`src/rtl/mc_cu.sv`:
```
// mc_cu: multi-cycle RV32I control unit.
// Sequences IDLE -> FETCH -> DECODE -> EXEC -> (MEM) -> (WB) -> FETCH. It handshakes with
// instruction and data memory, drives the datapath selects and ALU op, counts retired
// instructions, and parks in TRAP on a memory timeout or an illegal opcode.
module mc_cu #(
  parameter int TIMEOUT      = 16,    // max wait cycles for a memory ack; 0 disables the timeout
  parameter bit ILLEGAL_TRAP = 1'b1,  // 1: illegal opcode traps, 0: treated as a NOP
  parameter int RET_W        = 32     // retired-instruction counter width
) (
  input  logic             clk,
  input  logic             rst,
  input  logic [6:0]       opcode,
  input  logic [2:0]       func3,
  input  logic             func7,
  input  logic             branchtrue,
  output logic             imem_req,
  input  logic             imem_ack,
  output logic             dmem_req,
  output logic             dmem_we,
  input  logic             dmem_ack,
  output logic             ir_we,
  output logic             pc_we,
  output logic [1:0]       pcsel,
  output logic [1:0]       opA,
  output logic             opB,
  output logic [1:0]       immsel,
  output logic [3:0]       alucontrol,
  output logic             bands,
  output logic             regfile,
  output logic             writeback,
  output logic [RET_W-1:0] instret,
  output logic             trap,
  output logic [1:0]       trap_cause
);

  // FSM states
  localparam logic [2:0] S_IDLE   = 3'd0;
  localparam logic [2:0] S_FETCH  = 3'd1;
  localparam logic [2:0] S_DECODE = 3'd2;
  localparam logic [2:0] S_EXEC   = 3'd3;
  localparam logic [2:0] S_MEM    = 3'd4;
  localparam logic [2:0] S_WB     = 3'd5;
  localparam logic [2:0] S_TRAP   = 3'd6;

  // Instruction classes latched in DECODE
  localparam logic [3:0] CL_NONE  = 4'd0;
  localparam logic [3:0] CL_R     = 4'd1;
  localparam logic [3:0] CL_I     = 4'd2;
  localparam logic [3:0] CL_S     = 4'd3;
  localparam logic [3:0] CL_L     = 4'd4;
  localparam logic [3:0] CL_LUI   = 4'd5;
  localparam logic [3:0] CL_AUIPC = 4'd6;
  localparam logic [3:0] CL_JAL   = 4'd7;
  localparam logic [3:0] CL_JALR  = 4'd8;
  localparam logic [3:0] CL_B     = 4'd9;

  // ALU operations
  localparam logic [3:0] ALU_ADD   = 4'b0000;
  localparam logic [3:0] ALU_SUB   = 4'b0001;
  localparam logic [3:0] ALU_AND   = 4'b0010;
  localparam logic [3:0] ALU_OR    = 4'b0011;
  localparam logic [3:0] ALU_XOR   = 4'b0100;
  localparam logic [3:0] ALU_SRL   = 4'b0101;
  localparam logic [3:0] ALU_SRA   = 4'b0110;
  localparam logic [3:0] ALU_SLL   = 4'b0111;
  localparam logic [3:0] ALU_SLT   = 4'b1000;
  localparam logic [3:0] ALU_SLTU  = 4'b1001;
  localparam logic [3:0] ALU_PASSB = 4'b1010;

  // Trap causes
  localparam logic [1:0] TC_NONE    = 2'b00;
  localparam logic [1:0] TC_IMEM    = 2'b01;
  localparam logic [1:0] TC_ILLEGAL = 2'b10;
  localparam logic [1:0] TC_DMEM    = 2'b11;

  // Wait counter only has to reach TIMEOUT-1: the cycle at that count is the last one allowed.
  localparam int                WAIT_W    = (TIMEOUT > 1) ? $clog2(TIMEOUT) : 1;
  localparam logic [WAIT_W-1:0] WAIT_LAST = WAIT_W'((TIMEOUT > 0) ? TIMEOUT - 1 : 0);

  logic [2:0]       state_q, state_d;
  logic [3:0]       iclass_q, iclass_d;
  logic [WAIT_W-1:0] wait_cnt_q, wait_cnt_d;
  logic [RET_W-1:0] instret_q, instret_d;
  logic [1:0]       cause_q, cause_d;
  logic             timeout_hit;

  // Opcode to class; B-type with func3 010/011 has no encoding and counts as illegal.
  function automatic logic [3:0] decode_class(input logic [6:0] op, input logic [2:0] f3);
    case (op)
      7'b0110011: decode_class = CL_R;
      7'b0010011: decode_class = CL_I;
      7'b0100011: decode_class = CL_S;
      7'b0000011: decode_class = CL_L;
      7'b0110111: decode_class = CL_LUI;
      7'b0010111: decode_class = CL_AUIPC;
      7'b1101111: decode_class = CL_JAL;
      7'b1100111: decode_class = CL_JALR;
      7'b1100011: decode_class = (f3[2:1] == 2'b01) ? CL_NONE : CL_B;
      default:    decode_class = CL_NONE;
    endcase
  endfunction

  // Arithmetic op from func3; func7 picks SUB only when allowed (R-type) and SRA always.
  function automatic logic [3:0] arith_op(input logic [2:0] f3, input logic f7,
                                          input logic sub_ok);
    case (f3)
      3'b000:  arith_op = (sub_ok && f7) ? ALU_SUB : ALU_ADD;
      3'b001:  arith_op = ALU_SLL;
      3'b010:  arith_op = ALU_SLT;
      3'b011:  arith_op = ALU_SLTU;
      3'b100:  arith_op = ALU_XOR;
      3'b101:  arith_op = f7 ? ALU_SRA : ALU_SRL;
      3'b110:  arith_op = ALU_OR;
      default: arith_op = ALU_AND;
    endcase
  endfunction

  assign timeout_hit = (TIMEOUT != 0) && (wait_cnt_q == WAIT_LAST);
  assign instret     = instret_q;
  assign trap_cause  = cause_q;

  // State register, class latch, wait counter, retire counter and trap cause.
  always_ff @(posedge clk or posedge rst) begin
    if (rst) begin
      state_q    <= S_IDLE;
      iclass_q   <= CL_NONE;
      wait_cnt_q <= '0;
      instret_q  <= '0;
      cause_q    <= TC_NONE;
    end else begin
      // NOTE: non-blocking assignments so every flop samples pre-edge values regardless of order.
      state_q    <= state_d;
      iclass_q   <= iclass_d;
      wait_cnt_q <= wait_cnt_d;
      instret_q  <= instret_d;
      cause_q    <= cause_d;
    end
  end

  // Next-state logic plus the handshake, PC and register-file strobes.
  always_comb begin
    // NOTE: every output of this block gets a default first so no path can infer a latch.
    state_d    = state_q;
    iclass_d   = iclass_q;
    wait_cnt_d = wait_cnt_q;
    instret_d  = instret_q;
    cause_d    = cause_q;
    imem_req   = 1'b0;
    ir_we      = 1'b0;
    dmem_req   = 1'b0;
    dmem_we    = 1'b0;
    pc_we      = 1'b0;
    pcsel      = 2'b00;
    regfile    = 1'b0;
    writeback  = 1'b0;
    trap       = 1'b0;

    case (state_q)
      S_IDLE: begin
        state_d    = S_FETCH;
        wait_cnt_d = '0;
      end

      S_FETCH: begin
        imem_req = 1'b1;
        if (imem_ack) begin
          // An ack on the terminal count still wins over the timeout.
          ir_we      = 1'b1;
          wait_cnt_d = '0;
          state_d    = S_DECODE;
        end else if (timeout_hit) begin
          cause_d = TC_IMEM;
          state_d = S_TRAP;
        end else begin
          wait_cnt_d = wait_cnt_q + WAIT_W'(1);
        end
      end

      S_DECODE: begin
        iclass_d = decode_class(opcode, func3);
        if (decode_class(opcode, func3) != CL_NONE) begin
          state_d = S_EXEC;
        end else if (ILLEGAL_TRAP) begin
          cause_d = TC_ILLEGAL;
          state_d = S_TRAP;
        end else begin
          // Skip the word: step PC, do not retire.
          pc_we      = 1'b1;
          wait_cnt_d = '0;
          state_d    = S_FETCH;
        end
      end

      S_EXEC: begin
        if (iclass_q == CL_B) begin
          pc_we      = 1'b1;
          pcsel      = branchtrue ? 2'b01 : 2'b00;
          instret_d  = instret_q + RET_W'(1);
          wait_cnt_d = '0;
          state_d    = S_FETCH;
        end else if (iclass_q == CL_L || iclass_q == CL_S) begin
          wait_cnt_d = '0;
          state_d    = S_MEM;
        end else begin
          state_d = S_WB;
        end
      end

      S_MEM: begin
        dmem_req = 1'b1;
        dmem_we  = (iclass_q == CL_S);
        if (dmem_ack) begin
          wait_cnt_d = '0;
          if (iclass_q == CL_S) begin
            pc_we     = 1'b1;
            instret_d = instret_q + RET_W'(1);
            state_d   = S_FETCH;
          end else begin
            state_d = S_WB;
          end
        end else if (timeout_hit) begin
          cause_d = TC_DMEM;
          state_d = S_TRAP;
        end else begin
          wait_cnt_d = wait_cnt_q + WAIT_W'(1);
        end
      end

      S_WB: begin
        regfile    = 1'b1;
        pc_we      = 1'b1;
        writeback  = (iclass_q == CL_L);
        pcsel      = (iclass_q == CL_JAL)  ? 2'b10 :
                     (iclass_q == CL_JALR) ? 2'b11 : 2'b00;
        instret_d  = instret_q + RET_W'(1);
        wait_cnt_d = '0;
        state_d    = S_FETCH;
      end

      S_TRAP: begin
        trap = 1'b1;
      end

      default: begin
        state_d = S_IDLE;
      end
    endcase
  end

  // Operand, immediate and ALU selects, held from EXEC through MEM and WB.
  always_comb begin
    opA        = 2'b00;
    opB        = 1'b0;
    immsel     = 2'b00;
    alucontrol = ALU_ADD;
    bands      = 1'b0;
    if (state_q == S_EXEC || state_q == S_MEM || state_q == S_WB) begin
      case (iclass_q)
        CL_R: begin
          opA        = 2'b01;
          alucontrol = arith_op(func3, func7, 1'b1);
        end
        CL_I: begin
          opA        = 2'b01;
          opB        = 1'b1;
          alucontrol = arith_op(func3, func7, 1'b0);
        end
        CL_L, CL_JALR: begin
          opA = 2'b01;
          opB = 1'b1;
        end
        CL_S: begin
          opA    = 2'b01;
          opB    = 1'b1;
          immsel = 2'b01;
          bands  = 1'b1;
        end
        CL_LUI: begin
          opA        = 2'b11;
          opB        = 1'b1;
          immsel     = 2'b10;
          alucontrol = ALU_PASSB;
        end
        CL_AUIPC: begin
          opA    = 2'b10;
          opB    = 1'b1;
          immsel = 2'b10;
        end
        CL_JAL: begin
          opA    = 2'b10;
          opB    = 1'b1;
          immsel = 2'b11;
        end
        CL_B: begin
          opA        = 2'b01;
          immsel     = 2'b11;
          bands      = 1'b1;
          alucontrol = (func3[2:1] == 2'b00) ? ALU_SUB :
                       (func3[2:1] == 2'b10) ? ALU_SLT : ALU_SLTU;
        end
        default: begin
          opA = 2'b00;
        end
      endcase
    end
  end

endmodule

```
`config.mk`:
```
export PLATFORM = sky130hd
export DESIGN_NAME = mc_cu
export DESIGN_NICKNAME = d
export VERILOG_FILES = /design/src/rtl/mc_cu.sv
export SDC_FILE = /design/constraint.sdc
export NUM_CORES = 1
export LEC_CHECK = 0
export CAP_MARGIN = 20
export CORE_MARGIN = 1.5
export CORE_UTILIZATION = 50
export DETAILED_ROUTE_END_ITERATION = 7
export MAX_ROUTING_LAYER = met4
export PLACE_DENSITY = 0.81
export SYNTH_ARGS = -nofsm -noshare
export SYNTH_HDL_FRONTEND = slang
export SYNTH_SLANG_ARGS = --single-unit
```
`constraint.sdc`:
```
create_clock -name clk -period 4.4 [get_ports clk]
set_input_delay 1.1 -clock clk [delete_from_list [all_inputs] [get_ports clk]]
set_output_delay 1.1 -clock clk [all_outputs]
set_load 0.02 [all_outputs]
```
# After elaboration in Yosys (flattened, before gate mapping)

Index checks and enable logic that the tools add are counted.

Shift operators: 0
$mul: 0
Bitwise logic cells: 0
Multiplexer cells: 60
$add $sub $neg: 2
Eq/ne operators: 42
Reductions and logical operators: 20
Divide/modulo/power cells: 0
Order comparisons: 0

Operators with widths:

| operator                | number |
|---|---|
| $mux W32                | 3 |
| $pmux W32 S3            | 1 |
| $pmux W4 S7             | 2 |
| $mux W4                 | 9 |
| $pmux W4 S9             | 1 |
| $add A32 B1 Y32 const B | 1 |
| $pmux W4 S4             | 2 |
| $eq A7 B6 Y1 const B    | 3 |
| $eq A7 B7 Y1 const B    | 3 |
| $mux W1                 | 20 |
| $mux W2                 | 10 |
| $eq A3 B3 Y1 const B    | 6 |
| $mux W3                 | 6 |
| $pmux W2 S3             | 3 |
| $pmux W3 S6             | 1 |
| $eq A4 B3 Y1 const B    | 4 |
| $ne A2 B2 Y1 const B    | 8 |
| $eq A7 B5 Y1 const B    | 2 |
| $eq A3 B2 Y1 const B    | 4 |
| $eq A4 B4 Y1 const B    | 3 |
| $reduce_or A2 Y1        | 5 |
| $eq A4 B2 Y1 const B    | 2 |
| $reduce_bool A4 Y1      | 2 |
| $eq A7 B2 Y1 const B    | 1 |
| 17 further kinds        | 22 |

Bits in writable memories: 0
Bits in latches: 0
Input bits: 16
Bits in registers: 45
Memory bits (read-only): 0
Memories: 0

# Logic depth before layout (Yosys ltp)

Gate-level depths: netlist of the first run.

Depth after elaboration: 7
Depth in mapped cells: 8
Gate-level depth less buffers: 6

# Worst setup path before layout of the first run

OpenSTA, ideal clock, no wires.

Path kind: flip-flop to output port
Start: reg state_q[0]
End: out immsel[1]
Buffers on the path: 1
Cell stages (with the launch flop): 6
Data arrival time: 1,979 ps
Setup slack: 1,321 ps
Cells stage by stage: dfrtp_1 -> buf_4 -> nor2b_2 -> mux2i_1 -> nor4b_1 -> or2_1

Word-level cells in the longest chain between the ends: 4

RTL lines:

| item                                                | RTL line | RTL |
|---|---|---|
| from (decl)                                         | 80       | `logic [2:0] state_q, state_d;` |
| from (signal assigned)                              | 132      | `state_q <= state_d;` |
| $eq A3 B2 Y1 / $eq A3 B3 Y1 (equally long branches) | 257      | `if (state_q == S_EXEC \|\| state_q == S_MEM \|\| state_q == S_WB) begin` |
| $logic_or A1 B1 Y1                                  | 257      |  |
| $logic_or A1 B1 Y1 (*)                              | 257      |  |
| $mux W2 (*)                                         | 257      |  |
| to (decl)                                           | 26       | `output logic [1:0] immsel,` |

Mark *: on every way between the ends. The rest lies on a longest branch, timed or not.

# Worst setup path in the final report of the first run

Start: in func3[2]
End: out alucontrol[0]

Word-level cells in the longest chain between the ends: 5

RTL lines:

| item                                                                | RTL line | RTL |
|---|---|---|
| from (decl)                                                         | 13       | `input logic [2:0] func3,` |
| parallel branches: the longest is 3 deep, another holds $pmux W4 S7 | -        |  |
| $pmux W4 S4 (*)                                                     | 258      | `case (iclass_q)` |
| $mux W4 (*)                                                         | 257      |  |
| to (decl)                                                           | 27       | `output logic [3:0] alucontrol,` |

Mark *: on every way between the ends.

==> impl_metrics.tcl, run 1 <==
set metrics [dict create \
    status "complete, no violations" \
    worst_slack_ns 0.315 \
    cts_hold_buf 0 \
    cp-startpoint "func3[2]" \
    die_w_um 77.1 \
    met2_usage_pct 36.9 \
    min_from "instret[31]" \
    cts_buffers 5 \
    synth_seq_area_share_pct 41.0 \
    register_area_um2 1130 \
    critPathRequiredTime_ns 3.30 \
    vias 2490 \
    irDropWorstVdd_v 0.000337 \
    rsz0062_at_grt "false" \
    clock_skew_ns 0.00686 \
    path_class "in -> out" \
    fillers 400 \
    yosys.cell_types.count 63 \
    path_clk_slew_ns 0.09 \
    cp-start-kind "input pin" \
    dr.pass1.iters 5 \
    multiInputGateArea_um2 1520 \
    num_rows 26 \
    met1_usage_pct 31.1 \
    worstHoldPathType "reg -> reg" \
    worstPathArrival_ns 2.99 \
    remaining_drc_errors 0 \
    start_util_pct 52.8 \
    drt_wl_total_um 6510 \
    post_cts_buffers 0 \
    synth_top_family_by_area "simple AND/OR/NAND/NOR gates" \
    synthCells 297 \
    dr.first_iter.drc_count 160 \
    cts_root_buf "clkbuf_8" \
    cts_tree "yes" \
    ys.flop_type "dfrtp_1" \
    fin_crit_sh_pct 92.8 \
    post_drt_wl_per_cell_um 15.0 \
    dieArea_um2 5950 \
    synthSimpleGateAreaFrac_pct 27.9 \
    async_flop_share_pct 100 \
    syn_area_per_cell_um2 9.26 \
    slew_viol_final 0 \
    coreArea_um2 5200 \
    post-place-ws_ns 0.297 \
    drive_above_1_share_pct 6.87 \
    max_freq_ghz 0.245 \
    io_buffers 69 \
    ant_nets 0 \
    fin_nets 381 \
    muxShareOfSynthArea_pct 1.50 \
    cts_resized 0 \
    p_leak_nw 1.50 \
    yosys_warnings 0 \
    routed_via_density 5.74 \
    synth_edf_count 0 \
    syn_area_um2 2750 \
    p_per_area_nw_per_um2 454 \
    cp_max_fo 8 \
    tightest_slew_ns 0.945 \
    hold_viol 0 \
    io-pin-count 70 \
    slew_headroom_pct 36.9 \
    cts_num_sinks 45 \
    synth_adder_area_share_pct 0.910 \
    final.min_clock_period_ns 4.09 \
    overflow 0 \
    antenna_found_initial 0 \
    clock_path_buffers 2 \
    fin_setup_tns_ns 0 \
    busiest_layer "met2" \
    worstSkewPairLatency_ns 0.31 \
    ys_ff_latch 45 \
    r2r-start "iclass_q[0]" \
    syn_nets 315 \
    setup-violations-final 0 \
    gr-usage-met3_pct 3.45 \
    gp_congestion 0.849 \
    grt_pass1_wl_um 11000 \
    synth_compound_area_share_pct 14.6 \
    grt_usage_pct 23.4 \
    post-route-util_pct 69.5 \
    syn2layout_area_growth_pct 31.5 \
    worstSetupEndpointType "output port" \
    cap_violations 0 \
    grt_pass1_vias 2267 \
    synth-xor-area-share_pct 10.5 \
    hpwl_um 4490 \
    diodes 0 \
    h-tree-depth 2 \
    die_height_um 77.1 \
    grt_max_degree 46 \
]
worst max-delay path, cell delays in order:
cell and delay [ns]:
clkdlybuf4s50_1 0.52, nor4bb_1 0.31, mux2i_1 0.11, o221ai_1 0.18, a22o_1 0.16, clkdlybuf4s50_1 0.60
per-stage QoR:
stage          hold slack, ns  instances  power (mW)  area (um^2)
2_1_floorplan           0.478        297        1.03         2750
3_3_place_gp            0.462        426        1.25         3480
3_5_place_dp            0.477        426        1.27         3480
4_1_cts                 0.489        434        1.65         3620
5_1_grt                 0.516        434        1.74         3620
6_report                0.486        434        1.64         3620
state kept, by name, summed over array words and instances, names as in the netlist:
| signal | count |
|---|---|
| trap_cause | 2 |
| iclass_q | 4 |
| wait_cnt_q | 4 |
| instret | 32 |
| state_q | 3 |
final timing paths:
check,slack (ns),end,depth (start not counted)
max,0.31,alucontrol[0],6
max reg2reg,1.90,instret[9],5
min reg2reg,0.49,instret[31],1
max in group asynchronous,2.79,instret[22],3
min in group asynchronous,1.23,instret[31],3
min,0.49,instret[31],1
cells by family after synthesis:
| family | after synthesis |
|---|---|
| muxes | 4 |
| buffers and inverters | 23 |
| DFF | 45 |
| and+or+nand+nor | 133 |
| xor gates and xnor gates | 33 |
| AOI/OAI and AO/OA | 57 |
| adders and majority gates | 2 |
synth_stat cells (3+ instances only):
master | instances | area [um^2]
mux2i_1 | 3 | 30.0
and3_1 | 10 | 62.6
clkbuf_1 | 5 | 18.8
buf_2 | 3 | 15.0
xor2_1 | 9 | 78.8
o21ai_1 | 3 | 15.0
a22o_1 | 4 | 35.0
dfrtp_1 | 45 | 1130
nand4_1 | 10 | 62.6
nand2_1 | 23 | 86.3
xnor2_1 | 24 | 210
nand3b_1 | 4 | 30.0
nor2_1 | 19 | 71.3
inv_1 | 10 | 37.5
o21ai_0 | 10 | 50.1
buf_4 | 3 | 22.5
and2_1 | 3 | 18.8
a21oi_1 | 15 | 75.1
nand2b_1 | 5 | 31.3
nor2b_1 | 6 | 37.5
nor3b_1 | 3 | 22.5
nand3_1 | 14 | 70.1
nor3_1 | 14 | 70.1
area by class of cell:
cell class              count  share of cell area (%)
repair buffers             71                    19.5
multi-input cells         229                    42.1
clock buffers               5                    1.90
well taps                  70                    2.42
flip-flops and latches     45                    31.1
inverters                  11                    1.14
clock inverters             3                    1.80
layer usage:
metal / share of wire [%] / routed length, um
met1: 45 / 2900
met2: 49 / 3220
met3: 4.5 / 294
met4: 1.4 / 88
met5: 0 / 0
where the power goes:
group          leakage (nW)  switching (mW)  total (mW)  internal, mW
sequential            0.595           0.121       0.589         0.469
combinational         0.834           0.364       0.680         0.316
clock                0.0681           0.147       0.373         0.226
total                  1.50           0.632        1.64          1.01
placed cells by master (no fill, tap or decap), types with 3 or more instances in the layout:
| cell type | netlist | routed |
|---|---|---|
| xnor2_1 | 24 | 24 |
| a22o_1 | 4 | 4 |
| nor2b_1 | 6 | 6 |
| xor2_1 | 9 | 9 |
| and2_1 | 3 | 3 |
| mux2i_1 | 3 | 3 |
| nand3b_1 | 4 | 4 |
| nor3b_1 | 3 | 3 |
| inv_1 | 10 | 9 |
| nand2_1 | 23 | 23 |
| o21ai_1 | 3 | 3 |
| nand3_1 | 14 | 14 |
| clkbuf_8 | 0 | 5 |
| and3_1 | 10 | 10 |
| nor3_1 | 14 | 14 |
| o21ai_0 | 10 | 10 |
| dfrtp_1 | 45 | 45 |
| nor2_1 | 19 | 19 |
| nand2b_1 | 5 | 5 |
| clkdlybuf4s50_1 | 0 | 69 |
| a21oi_1 | 15 | 15 |
| nand4_1 | 10 | 10 |
No activity file was read; power rests on OpenSTA's default activity.
==> run 2, diff against run 1 <==
--- a/config.mk
+++ b/config.mk
@@ -9,8 +9,8 @@
 export CORE_MARGIN = 1.5
 export CORE_UTILIZATION = 50
 export DETAILED_ROUTE_END_ITERATION = 7
+export DONT_BUFFER_PORTS = 1
 export MAX_ROUTING_LAYER = met4
-export PLACE_DENSITY = 0.81
 export SYNTH_ARGS = -nofsm -noshare
 export SYNTH_HDL_FRONTEND = slang
 export SYNTH_SLANG_ARGS = --single-unit
==> impl_metrics.tcl, run 2 (same netlist as run 1, synthesis figures left out) <==
set metrics [dict create \
    status "complete, no violations" \
    antenna_found_initial 0 \
    routed_via_density 5.96 \
    drive_above_1_share_pct 8.47 \
    postLayoutCellArea_um2 2920 \
    max_freq_ghz 0.264 \
    remaining_drc_errors 0 \
    r2r_slack_ns 1.88 \
    cp-start-kind "register" \
    hold_viol 0 \
    syn2layout_area_growth_pct 6.05 \
    dr.pass1.iters 4 \
    h-tree-depth 2 \
    path_class "reg -> out" \
    dpl_cell_area_um2 2780 \
    p_per_area_nw_per_um2 492 \
    fin_crit_sh_pct 86.2 \
    grt_max_degree 46 \
    final_common_cell "dfrtp_1" \
    ant_nets 0 \
    cts_num_sinks 45 \
    r2r_end "instret[27]" \
    p_leak_nw 1.24 \
    hpwl_um 4200 \
    hold_ws_ns 0.514 \
    fin_nets 312 \
    slew_headroom_pct 25.4 \
    post_drt_wl_per_cell_um 16.3 \
    io_buffers 0 \
    worstSetupEndpointType "output port" \
    die_height_um 77.1 \
    grt_pass1_vias 2119 \
    clock_skew_ns 0.00930 \
    start_util_pct 52.8 \
    post_cts_buffers 0 \
    slew_viol_final 0 \
    rsz0062_at_grt "false" \
    coreArea_um2 5200 \
    grt_usage_pct 21.6 \
    clock_path_buffers 2 \
    final_cell_mix "dfrtp_1, xnor2_1, nand2_1" \
    cap_violations 0 \
    worstPathArrival_ns 2.69 \
    worstHoldPathType "reg -> reg" \
    cts_root_buf "clkbuf_8" \
    cts_tree "yes" \
    die_w_um 77.1 \
    gp_congestion 0.797 \
    r2r_cells 5 \
    hold_path_depth 1 \
    vias 2177 \
    io-pin-count 70 \
    overflow 0 \
    dr.first_iter.drc_count 110 \
    diodes 0 \
    irDropWorstVdd_v 0.000316 \
    path_clk_slew_ns 0.09 \
    cp_max_fo 17 \
    critPathRequiredTime_ns 3.30 \
    r2r-start "state_q[2]" \
    cts_resized 0 \
    setup-violations-final 0 \
    cts_hold_buf 0 \
    dieArea_um2 5950 \
    cts_buffers 5 \
    largest_reg_flops 32 \
    worstHoldEndpoint "wait_cnt_q[0]" \
    fin_setup_tns_ns 0 \
    min_from "wait_cnt_q[0]" \
    drt_wl_total_um 5930 \
    tightest_slew_ns 1.10 \
    final.min_clock_period_ns 3.79 \
    grt_pass1_wl_um 10300 \
    worstSkewPairLatency_ns 0.30 \
    num_rows 26 \
]
run 2: worst max path at each step:
stage                          start   endpoint  slack, ns  cells past startpoint
final                     state_q[2]  immsel[1]       0.61                      4
after global routing      state_q[2]  immsel[1]       0.49                      4
after CTS                 state_q[2]  immsel[1]       0.65                      4
after detailed placement  state_q[2]  immsel[1]       0.98                      4
after global placement    state_q[2]  immsel[1]       1.01                      4
after floorplan           state_q[0]  immsel[1]       1.32                      5
run 2: report_power, final:
group          switching, mW  internal, mW  leakage [nW]
Sequential             0.148         0.468         0.595
Clock                  0.143         0.171        0.0554
Combinational          0.307         0.198         0.593
Total                  0.599         0.836          1.24
run 2: through the flow:
stage          power, mW  setup slack [ns]  utilization (%)  cells
2_1_floorplan       1.03              1.32                -    297
3_3_place_gp        1.12              1.01             53.5    356
3_5_place_dp        1.13             0.985             53.5    356
4_1_cts             1.44             0.650             55.6    364
5_1_grt             1.54             0.494             56.0    365
6_report            1.43             0.607             56.0    365
run 2: critical path, cell delays in order (launching register included):
cell	delay [ns]
dfrtp_1	0.57
nor2b_2	0.29
mux2i_1	0.25
nor4b_1	0.97
or2_1	0.32
run 2: area by class of cell:
type	count	area (um^2)
inverter	11	41.3
sequential	45	1130
tap	70	87.6
clock buffer	6	72.6
timing repair buffer	2	27.5
fill	494	2290
clock inverter	2	38.8
multi-input combinational	229	1520
run 2: metal layers:
metal  global-route usage [%]  up-vias  share of wire, %
met5                        -        -                 0
met1                     30.5     1050                50
li1                         -     1063                 -
met4                     4.18        0               1.0
met2                     32.3       56                45
met3                     4.64        8               4.5
==> run 3, diff against run 2 <==
==> constraint.sdc (replaced) <==
create_clock -name clk -period 4.85 [get_ports clk]
set_input_delay 1.2125 -clock clk [delete_from_list [all_inputs] [get_ports clk]]
set_output_delay 1.2125 -clock clk [all_outputs]
set_load 0.02 [all_outputs]
==> impl_metrics.tcl, run 3 (same netlist as run 1, synthesis figures left out) <==
set metrics [dict create \
    post-place-ws_ns 1.30 \
    io-pin-count 70 \
    worstHoldPathType "reg -> reg" \
    dr.first_iter.drc_count 108 \
    path_clk_slew_ns 0.09 \
    remaining_drc_errors 0 \
    die_height_um 77.1 \
    irDropWorstVdd_v 0.000208 \
    worstSetupEndpointType "output port" \
    cap_violations 0 \
    met2_usage_pct 30.2 \
    fin_crit_sh_pct 80.8 \
    diodes 0 \
    num_rows 26 \
    fin_nets 311 \
    grt_usage_pct 20.8 \
    cts_num_sinks 45 \
    gp_congestion 0.814 \
    cts_tree "yes" \
    tightest_slew_ns 1.12 \
    cp_max_fo 17 \
    gr-usage-met3_pct 5.24 \
    setup-violations-final 0 \
    slew_viol_final 0 \
    worstPathArrival_ns 2.71 \
    ant_nets 0 \
    clock_path_buffers 2 \
    r2r_slack_ns 2.29 \
    max_freq_ghz 0.255 \
    cts_hold_buf 0 \
    path_class "reg -> out" \
    p_per_area_nw_per_um2 435 \
    worstSkewPairLatency_ns 0.30 \
    post_drt_wl_per_cell_um 15.9 \
    overflow 0 \
    critPathRequiredTime_ns 3.64 \
    r2r_cells 5 \
    vias 2121 \
    coreArea_um2 5200 \
    worst_slack_ns 0.932 \
    fin_setup_tns_ns 0 \
    drive_above_1_share_pct 8.50 \
    min_from "wait_cnt_q[0]" \
    drt_wl_total_um 5780 \
    postLayoutCellArea_um2 2870 \
    dr.pass1.iters 4 \
    grt_pass1_vias 2016 \
    hpwl_um 4100 \
    r2r-start "state_q[2]" \
    largest_reg_flops 32 \
    cp-start-kind "register" \
    dpl_cell_area_um2 2780 \
    r2r_end "instret[29]" \
    rsz0062_at_grt "false" \
    clock_skew_ns 0.00622 \
    status "complete, no violations" \
    cts_root_buf "clkbuf_8" \
    io_buffers 0 \
    hold_viol 0 \
    dieArea_um2 5950 \
    p_leak_nw 1.22 \
    final_common_cell "dfrtp_1" \
    met1_usage_pct 29.1 \
    h-tree-depth 2 \
    grt_max_degree 46 \
    final.min_clock_period_ns 3.92 \
    cts_buffers 5 \
    cts_resized 0 \
    syn2layout_area_growth_pct 4.55 \
    start_util_pct 52.8 \
    hold_path_depth 1 \
    final_cell_mix "dfrtp_1, xnor2_1, nand2_1" \
    post_cts_buffers 0 \
    busiest_layer "met2" \
    die_w_um 77.1 \
    worstHoldEndpoint "wait_cnt_q[0]" \
    slew_headroom_pct 24.2 \
    grt_pass1_wl_um 9690 \
    antenna_found_initial 0 \
    routed_via_density 5.83 \
]
run 3: cell count changes in the layout (fill, tap and decap cells not counted):
cell        delta
buf_12         -1
bufinv_16      -1
clkbuf_1       -1
clkinv_2       +1
clkinv_4       -1
clkinvlp_4     +1
inv_6          +1
run 3: routing by layer:
layer | vias to the layer above | share of wire [%]
met3 | 5 | 4.8
met5 | - | 0
met4 | 0 | 0.88
met2 | 53 | 44
met1 | 1003 | 51
li1 | 1060 | -
run 3: stage by stage:
step | total power, mW | cells | hold slack, ns | utilization [%]
global route | 1.34 | 364 | 0.530 | 55.2
global placement | 1.01 | 356 | 0.501 | 53.5
finish | 1.25 | 364 | 0.509 | 55.2
floorplan | 0.937 | 297 | 0.478 | -
CTS | 1.26 | 364 | 0.515 | 55.2
detailed placement | 1.02 | 356 | 0.505 | 53.5
run 3: power by group:
group | internal [mW] | leakage [nW] | switching (mW)
Sequential | 0.425 | 0.595 | 0.136
Clock | 0.102 | 0.0445 | 0.138
Combinational | 0.177 | 0.584 | 0.273
run 3: critical path: stages (launching register included):
cell	delay (ns)
dfrtp_1	0.56
nor2b_2	0.29
mux2i_1	0.25
nor4b_1	0.98
or2_1	0.32
run 3: layout make-up:
type	count	area (um^2)
Fill cell	479	2330
Multi-Input combinational cell	229	1520
Sequential cell	45	1130
Tap cell	70	87.6
Clock buffer	5	68.8
Inverter	11	41.3
Clock inverter	3	21.3
Timing Repair Buffer	1	7.51
run 3: how the worst max path moves through the flow:
stage               startpoint       endpoint  slack (ns)  cells past startpoint
global route        state_q[2]      immsel[1]        0.82                      4
CTS                 state_q[2]      immsel[1]        0.95                      4
finish              state_q[2]      immsel[1]        0.93                      4
floorplan             func3[1]  alucontrol[1]        1.58                      4
global placement    state_q[2]      immsel[1]        1.34                      4
detailed placement  state_q[2]      immsel[1]        1.30                      4
